[src/rtl/axicb_pkg.sv]
// Shared types and helpers for the crossbar switch arbitration logic.
// Latency: n/a (types and pure functions only).
// Backpressure: n/a.
package axicb_pkg;

    // Arbiter FSM: IDLE picks a new owner, LOCKED forwards the owner's beats.
    typedef enum logic [0:0] {
        IDLE   = 1'b0,
        LOCKED = 1'b1
    } arb_state_t;

    // Widest requester vector any switch instance supports.
    localparam int unsigned MAX_REQ = 16;
    localparam int unsigned MAX_IDX_W = 4;

    // One-hot to binary index. Input must be one-hot or zero; OR-ing the
    // indices keeps this a flat OR tree instead of a priority chain.
    function automatic logic [MAX_IDX_W-1:0] onehot_to_idx(input logic [MAX_REQ-1:0] oh);
        logic [MAX_IDX_W-1:0] idx;
        idx = '0;
        for (int i = 0; i < int'(MAX_REQ); i++) begin
            if (oh[i]) begin
                idx = idx | MAX_IDX_W'(i);
            end
        end
        return idx;
    endfunction

endpackage

[src/rtl/axicb_rr_arbiter.sv]
// Round-robin selector: one-hot grant of the first requester above ptr, wrapping.
// Latency: purely combinational, zero cycles.
// Backpressure: none; the caller decides when the grant is taken.
// Ports: req (request vector), ptr (index of the last served requester),
//        grant (one-hot selection, all zeros when req is zero).
module axicb_rr_arbiter #(
    parameter int NB_REQ = 4,
    parameter int IDX_W  = 2
)(
    input  logic [NB_REQ-1:0] req,
    input  logic [IDX_W-1:0]  ptr,
    output logic [NB_REQ-1:0] grant
);

    logic [NB_REQ-1:0] mask;
    logic [NB_REQ-1:0] req_masked;
    logic [NB_REQ-1:0] gnt_masked;
    logic [NB_REQ-1:0] gnt_raw;

    // Double priority encoder: the masked search covers indices strictly
    // above ptr; if none request there, the unmasked search provides the
    // wrap-around back to index 0.
    always_comb begin
        mask = '0;
        for (int i = 0; i < NB_REQ; i++) begin
            mask[i] = (i > int'(ptr));
        end
        req_masked = req & mask;
        // x & -x isolates the lowest set bit.
        gnt_masked = req_masked & (~req_masked + NB_REQ'(1));
        gnt_raw    = req & (~req + NB_REQ'(1));
        grant      = (|req_masked) ? gnt_masked : gnt_raw;
    end

endmodule

[src/rtl/axicb_pipe_arbiter.sv]
// Packet-locked round-robin mux sharing one valid/ready output among NB_REQ requesters.
// Latency: one-cycle arbitration bubble per packet, then zero-latency combinational forwarding.
// Backpressure: o_ready is routed only to the granted requester; all others see ready low.
// Ports: aclk/aresetn (async, active-low)/srst (sync, active-high);
//        i_valid/i_ready/i_data/i_last per requester (data packed k*DATA_BUS_W);
//        o_valid/o_ready/o_data/o_last shared output; o_grant one-hot owner or zero.
module axicb_pipe_arbiter
    import axicb_pkg::*;
#(
    parameter int NB_REQ     = 4,
    parameter int DATA_BUS_W = 8,
    parameter bit USE_LAST   = 1'b1
)(
    input  logic                         aclk,
    input  logic                         aresetn,
    input  logic                         srst,
    input  logic [NB_REQ-1:0]            i_valid,
    output logic [NB_REQ-1:0]            i_ready,
    input  logic [NB_REQ*DATA_BUS_W-1:0] i_data,
    input  logic [NB_REQ-1:0]            i_last,
    output logic                         o_valid,
    input  logic                         o_ready,
    output logic [DATA_BUS_W-1:0]        o_data,
    output logic                         o_last,
    output logic [NB_REQ-1:0]            o_grant
);

    localparam int IDX_W = $clog2(NB_REQ);

    arb_state_t        state;
    logic [NB_REQ-1:0] grant;
    logic [NB_REQ-1:0] rr_grant;
    logic [IDX_W-1:0]  ptr;
    logic              leave;

    axicb_rr_arbiter #(
        .NB_REQ (NB_REQ),
        .IDX_W  (IDX_W)
    ) u_rr (
        .req   (i_valid),
        .ptr   (ptr),
        .grant (rr_grant)
    );

    // Output mux. grant is zero outside LOCKED, so the AND-OR structure
    // never lets a non-granted requester reach the output.
    always_comb begin
        o_valid = 1'b0;
        o_last  = 1'b0;
        o_data  = '0;
        i_ready = '0;
        if (state == LOCKED) begin
            o_valid = |(i_valid & grant);
            o_last  = |(i_last & grant);
            i_ready = grant & {NB_REQ{o_ready}};
            for (int k = 0; k < NB_REQ; k++) begin
                o_data = o_data | (i_data[k*DATA_BUS_W +: DATA_BUS_W] & {DATA_BUS_W{grant[k]}});
            end
        end
    end

    // Packet ends on the last-beat handshake, or on every beat without USE_LAST.
    assign leave = (state == LOCKED) && o_valid && o_ready && (o_last || !USE_LAST);

    assign o_grant = grant;

    // Pointer resets to NB_REQ-1 so requester 0 wins the first arbitration.
    always_ff @(posedge aclk or negedge aresetn) begin
        if (!aresetn) begin
            state <= IDLE;
            grant <= '0;
            ptr   <= IDX_W'(NB_REQ - 1);
        end else if (srst) begin
            state <= IDLE;
            grant <= '0;
            ptr   <= IDX_W'(NB_REQ - 1);
        end else begin
            case (state)
                IDLE: begin
                    if (|i_valid) begin
                        grant <= rr_grant;
                        state <= LOCKED;
                    end
                end
                LOCKED: begin
                    if (leave) begin
                        // The finished owner becomes lowest priority next time.
                        ptr   <= IDX_W'(onehot_to_idx(MAX_REQ'(grant)));
                        grant <= '0;
                        state <= IDLE;
                    end
                end
                default: begin
                    state <= IDLE;
                    grant <= '0;
                end
            endcase
        end
    end

endmodule
[config.mk]
export PLATFORM = sky130hd
export DESIGN_NAME = axicb_pipe_arbiter
export DESIGN_NICKNAME = d
export VERILOG_FILES = /design/src/rtl/axicb_pkg.sv /design/src/rtl/axicb_rr_arbiter.sv /design/src/rtl/axicb_pipe_arbiter.sv
export SDC_FILE = /design/constraint.sdc
export NUM_CORES = 1
export LEC_CHECK = 0
export BUFFER_PORTS_ARGS = -buffer_cell sky130_fd_sc_hd__buf_2
export CAP_MARGIN = 20
export CORE_MARGIN = 2
export CORE_UTILIZATION = 40
export DETAILED_ROUTE_END_ITERATION = 12
export PLACE_DENSITY = 0.82
export SETUP_SLACK_MARGIN = 0.02
export SLEW_MARGIN = 30
export SYNTH_ARGS = -nofsm -noshare
export SYNTH_HDL_FRONTEND = slang
export SYNTH_HIERARCHICAL = 1
export SYNTH_SLANG_ARGS = --single-unit
[constraint.sdc]
create_clock -name aclk -period 3 [get_ports aclk]
set_clock_uncertainty 0.15 [all_clocks]
set_input_delay 0.45 -clock aclk [delete_from_list [all_inputs] [get_ports aclk]]
set_output_delay 0.45 -clock aclk [all_outputs]
set_load 0.01 [all_outputs]
# Yosys cells after proc, flatten, opt, wreduce, memory -nomap -nowiden
# Cells that the tools add are included.
[word_totals]
reg_bits = 7
inputBits = 44
out_inout_bits = 18
word_cells = 56
[classes]
addsub = 2
magnitude_cmp = 3
n_eq_ne = 2
n_mux = 19
bitwise = 16
reduce_logical = 11
[ops]
columns = ["operator", "count"]
rows = [
  ["8-bit bitwise AND", 4],
  ["4-bit bitwise AND", 6],
  ["8-bit OR", 3],
  ["4-bit two-way mux", 5],
  ["4-bit OR reduction", 4],
  ["2-bit two-way mux", 5],
  ["4-bit by 1-bit adder with 4-bit output, second input constant", 2],
  ["8-bit two-way mux", 1],
  ["4-bit inverter", 2],
  ["4-bit case mux with 2 select lines", 1],
  ["1-bit two-way mux", 6],
  ["2-bit greater-than comparator, first input constant", 2],
  ["2-bit AND reduction", 2],
  ["2-bit nonzero test", 2],
  ["1-bit logical AND", 3],
  ["3-bit by 2-bit != test with 1-bit output, second input constant", 1],
  ["3-bit != test, second input constant", 1],
  ["1-bit by 2-bit greater-than comparator with 1-bit output, first input constant", 1],
  ["1-bit case mux with 2 select lines", 1],
  ["1-bit inverter", 1],
]

# Depth between registers and ports, before layout
[depth]
depth_word = 9
mapped_depth = 5
ltp_nobuf = 5

# Hierarchy
# The synthesis kept the hierarchy.
[by_module_without_submodules]
columns = ["module", "instances", "cells_each", "area_per_inst_um2", "seq_area_each_um2"]
rows = [
  ["axicb_pipe_arbiter", 1, 74, 633.1, 177.7],
  ["axicb_rr_arbiter", 1, 16, 97.6, 0.0],
]

# Worst setup path after synthesis
# Ideal clock, no wire load.
[synth_path]
kind = "register to output"
from = "register grant[3], in the netlist o_grant[3]"
to = "output port o_data[3]"
t_arrival_ns = 1.010
required_ns = 2.400
slack_ns = 1.390
path_stages_with_launch = 4
n_path_buf = 1
path_cell_list = "dfrtp_1 -> buf_2 -> a22oi_1 -> a21boi_0"
[synth_between]
elab_chain_len = 3
[synth_rtl]
columns = ["element", "line_no", "rtl"]
rows = [
  ["from (decl)", "axicb_pipe_arbiter.sv:31", "logic [NB_REQ-1:0] grant;"],
  ["from (signal assigned)", "axicb_pipe_arbiter.sv:81", "grant <= rr_grant;"],
  ["8-bit bitwise AND", "axicb_pipe_arbiter.sv:57", "o_data = o_data | (i_data[k*DATA_BUS_W +: DATA_BUS_W] & {DATA_BUS_W{grant[k]}});"],
  ["8-bit OR", "axicb_pipe_arbiter.sv:57", ""],
  ["8-bit two-way mux", "axicb_pipe_arbiter.sv:52", "if (state == LOCKED) begin"],
  ["to (decl)", "axicb_pipe_arbiter.sv:23", "output logic [DATA_BUS_W-1:0] o_data,"],
]
# No other way between the ends.

# Worst setup path after layout
[layout_path]
from = "register grant[1], in the netlist o_grant[1]"
to = "output port o_valid"
[layout_between]
elab_chain_len = 3
[layout_rtl]
columns = ["element", "line_no", "rtl"]
rows = [
  ["4-bit bitwise AND", "axicb_pipe_arbiter.sv:53", "o_valid = |(i_valid & grant);"],
  ["4-bit OR reduction", "axicb_pipe_arbiter.sv:53", ""],
  ["1-bit two-way mux", "axicb_pipe_arbiter.sv:52", ""],
  ["to (decl)", "axicb_pipe_arbiter.sv:21", "output logic o_valid,"],
]
# No other way between the ends.

==> run summary <==
The run finished with clean final reports. The slack of the worst reg-to-reg path came out at 1210 ps. After routing the design area is 1060 µm². The design internal power came out at 0.193 mW. The share of total power dissipated in combinational logic is 0.295. The post-synthesis share of cell area spent on and, or, nand and nor gates is 0.188. CTS built an H-tree with a depth of 1. The global placement routability congestion is 0.853. The maximum clock rate is 489 MHz. The average detailed-routed wire length per instance came out at 13.8 µm. Together, buffers and inverters on the worst path number 1. Setup violations remaining at the end of the flow were counted as 0. The critical path runs through a total of 4 cells. The part of the total power dissipated in sequential elements is 0.398.

The critical path data required time came out at 2400 ps. Headroom to the max-slew limit came out at 0.671. The worst register-to-register path ends at ptr[0]. STA classifies the critical path startpoint as a register. The worst-case reg-to-reg path depth is 4. In the layout the commonest cells are buf_2, a22oi_1, nor2_1, inv_1, dfrtp_1. The number of setup buffers added after CTS is 0.

The signal on the critical path passes through a22oi_1 > nand2_1 > and2_1 > buf_2. The number of buffers between clock root and the deepest sink is 2. The number of global-route vias before repair is 784. The critical path ends at o_valid. The via density per instance is 5.52. Broken down by cell family, the worst path's largest delay share belongs to flip-flops. For the pin with the worst max-slew slack, the measured transition is 493 ps. The clock buffer count from CTS is 3. The detailed-placement wirelength estimate is 1.81 mm. The final net count came out at 193. The worst setup path is of the reg -> out kind. In the final layout, the share of cells above drive strength 1 is 0.473. The accumulated negative setup slack is 0 ps. For this run, the register share of the synthesized area comes to 0.243. The count of unique library cells instantiated by Yosys is 28. The worst-path maximum fanout came out at 14. The number of gates resized after cts came out at 0. The cell area after placement came out at 1020 µm². The number of top-level pins is 62. The area growth from synthesis to layout is 44.9%.

The power dissipated by switching net loads came out at 0.0831 mW. The post-synthesis adder-cell area fraction is 0. The number of storage elements in the synthesis netlist came out at 7. Of the total synthesized cell area, the portion taken by XOR and XNOR cells is 0. The clock transition at the register clock pins on the worst setup and hold paths after CTS is 60 ps.

The overall power after layout is 0.276 mW. The synthesized netlist occupies a cell area of 731 µm². The initial antenna violation count came out at 0. Of the total power, the share spent switching nets is 0.301. Leaving out fill and tap cells, the most frequent cell in the layout is buf_2.

The maximum number of pins on one net before global-route repair came out at 18. The insertion delay of the later-clocked pin in the worst-skew pair is 250 ps. The vertical extent of the die came out at 46.7 µm. The count of warnings emitted by yosys came out at 6.

The average instance in the mapped netlist occupies 8.12 µm². Setup repair after global routing left no endpoint under its margin. The number of max-slew violations in the final report came out at 0. The floorplan die width is 46.7 µm. The starting density of the core came out at 0.423.

Dividing total power by cell area gives a power density of 261 nW/µm². The number of antenna diodes in the final layout is 0. The number of hold violations in the final report came out at 0.

The post-layout minimum cycle time is 2050 ps. The overall global routing resource usage is 0.216. TritonCTS built the clock tree. The compound-gate portion of the synthesized area came to 0.449. The number of DRC markers after the initial detailed-route iteration is 39. The cell chosen for the clock root is clkbuf_4. The part of the power in the clock network is 0.307.

The final wirelength is 2.39 mm. The arrival time of the worst setup path is 1450 ps. The post-detailed-route count of antenna-violating nets is 0. The total global routing overflow came out at 0.

The mux contribution to synthesized area came out at 0.0274. For this run, design rule violations remaining after detail routing come to 0. In this run the critical register-to-register path is launched from o_grant[1]. The final worst hold slack came out at 369 ps. The region available for standard cell placement spans 1730 µm². Before antenna repair, the detailed router went through 4 iterations.

In this run the worst setup path begins at o_grant[1]. The number of placement rows is 15. The maximum vdd ir drop is 0.353 mV.

The clock net sink count is 7. The worst setup path is captured at an output pin. By area, the combinational part of the netlist is dominated by compound AO/OA/AOI/OAI gates. The final period utilization came out at 0.682. The global-route wire length before repair came out at 3.42 mm. On the critical path, the stage with the largest delay is an instance of dfrtp_1. Summed over all cells, the static leakage comes to 0.556 nW. The longest individual stage delay on the worst path came out at 550 ps. Buffers inserted to repair hold after CTS numbered 1.

In this run the tool buffered the top-level ports with 61 buffer cells. The count of max-cap constraint violations came out at 0. The floorplan step defined a die boundary enclosing 2180 µm². The fill cell total of the finished layout is 168. The number of vias in the routed layout came out at 955.

The post-synthesis cell count is 90. The number of nets produced by synthesis came out at 134. The min-delay analysis places its worst path in the category in -> reg.
-- worst min-delay path by stage --
stage          slack, ps         end  startpoint  cells after the start
5_1_grt              380       state        srst                      2
6_report             370       state        srst                      2
2_1_floorplan          4  o_grant[0]     aresetn                      0
3_3_place_gp         140  o_grant[3]     aresetn                      1
4_1_cts              350       state        srst                      2
3_5_place_dp         140  o_grant[3]     aresetn                      1
-- per-layer routing --
metal	vias to the layer above	GRT usage	share of wire
met5	-	0	0
met4	0	0.0444	0.0046
met3	2	0.0654	0.067
met2	42	0.386	0.52
met1	441	0.257	0.41
li1	470	-	-
-- flip-flops by register name (all words and copies together), names as in the netlist --
signal / count
o_grant: 4
ptr: 2
state: 1
-- layout make-up --
| type | instances | area [µm²] | area share |
|---|---|---|---|
| Clock buffer | 4 | 26.3 | 0.0248 |
| Inverter | 6 | 22.5 | 0.0213 |
| Sequential cell | 7 | 178 | 0.168 |
| Timing Repair Buffer | 62 | 315 | 0.298 |
| Multi-Input combinational cell | 69 | 485 | 0.459 |
| Tap cell | 25 | 31.3 | 0.0296 |
-- power by group through the flow --
stage | Sequential [mW] | Combinational (mW) | Clock [mW]
4_1_cts | 0.109 | 0.0813 | 0.0872
3_5_place_dp | 0.111 | 0.0801 | 0
2_1_floorplan | 0.104 | 0.0422 | 0
3_3_place_gp | 0.110 | 0.0770 | 0
6_report | 0.110 | 0.0815 | 0.0849
5_1_grt | 0.111 | 0.0902 | 0.0959
-- metrics by stage --
step	util	instances	worst slack (ps)
2_1_floorplan	-	90	1390
3_3_place_gp	0.592	168	1220
3_5_place_dp	0.592	168	1200
4_1_cts	0.613	173	972
5_1_grt	0.613	173	862
6_report	0.613	173	954
-- Yosys cell counts --
cell type  instances  share of area
a21boi_0           4          0.041
a21boi_1           4          0.041
a21oi_1            4          0.027
a22oi_1           20           0.21
and2_1             2          0.017
and3_1             4          0.034
and4_1             1          0.012
buf_2              5          0.034
buf_6              1          0.015
clkbuf_1           1         0.0051
clkbuf_2           1         0.0068
dfrtp_1            5           0.17
dfstp_2            2          0.072
inv_1              5          0.026
inv_2              1         0.0051
mux2i_1            2          0.027
nand2_1            2          0.010
nand2b_2           1          0.012
nand3b_1           4          0.041
nor2_1             5          0.026
nor3_1             3          0.021
o211a_1            2          0.027
o21ai_0            3          0.021
o221a_2            1          0.015
o22ai_1            1         0.0086
o311a_1            1          0.014
o32ai_1            4          0.048
or4_4              1          0.015
-- cells by family (layout without fill, tap and decap cells) --
group | after synthesis | in the layout
AOI/OAI and AO/OA | 44 | 44
and+or+nand+nor | 23 | 23
buffers and inverters | 14 | 72
DFF | 7 | 7
muxes | 2 | 2
Power figures use the tool's default switching activity.
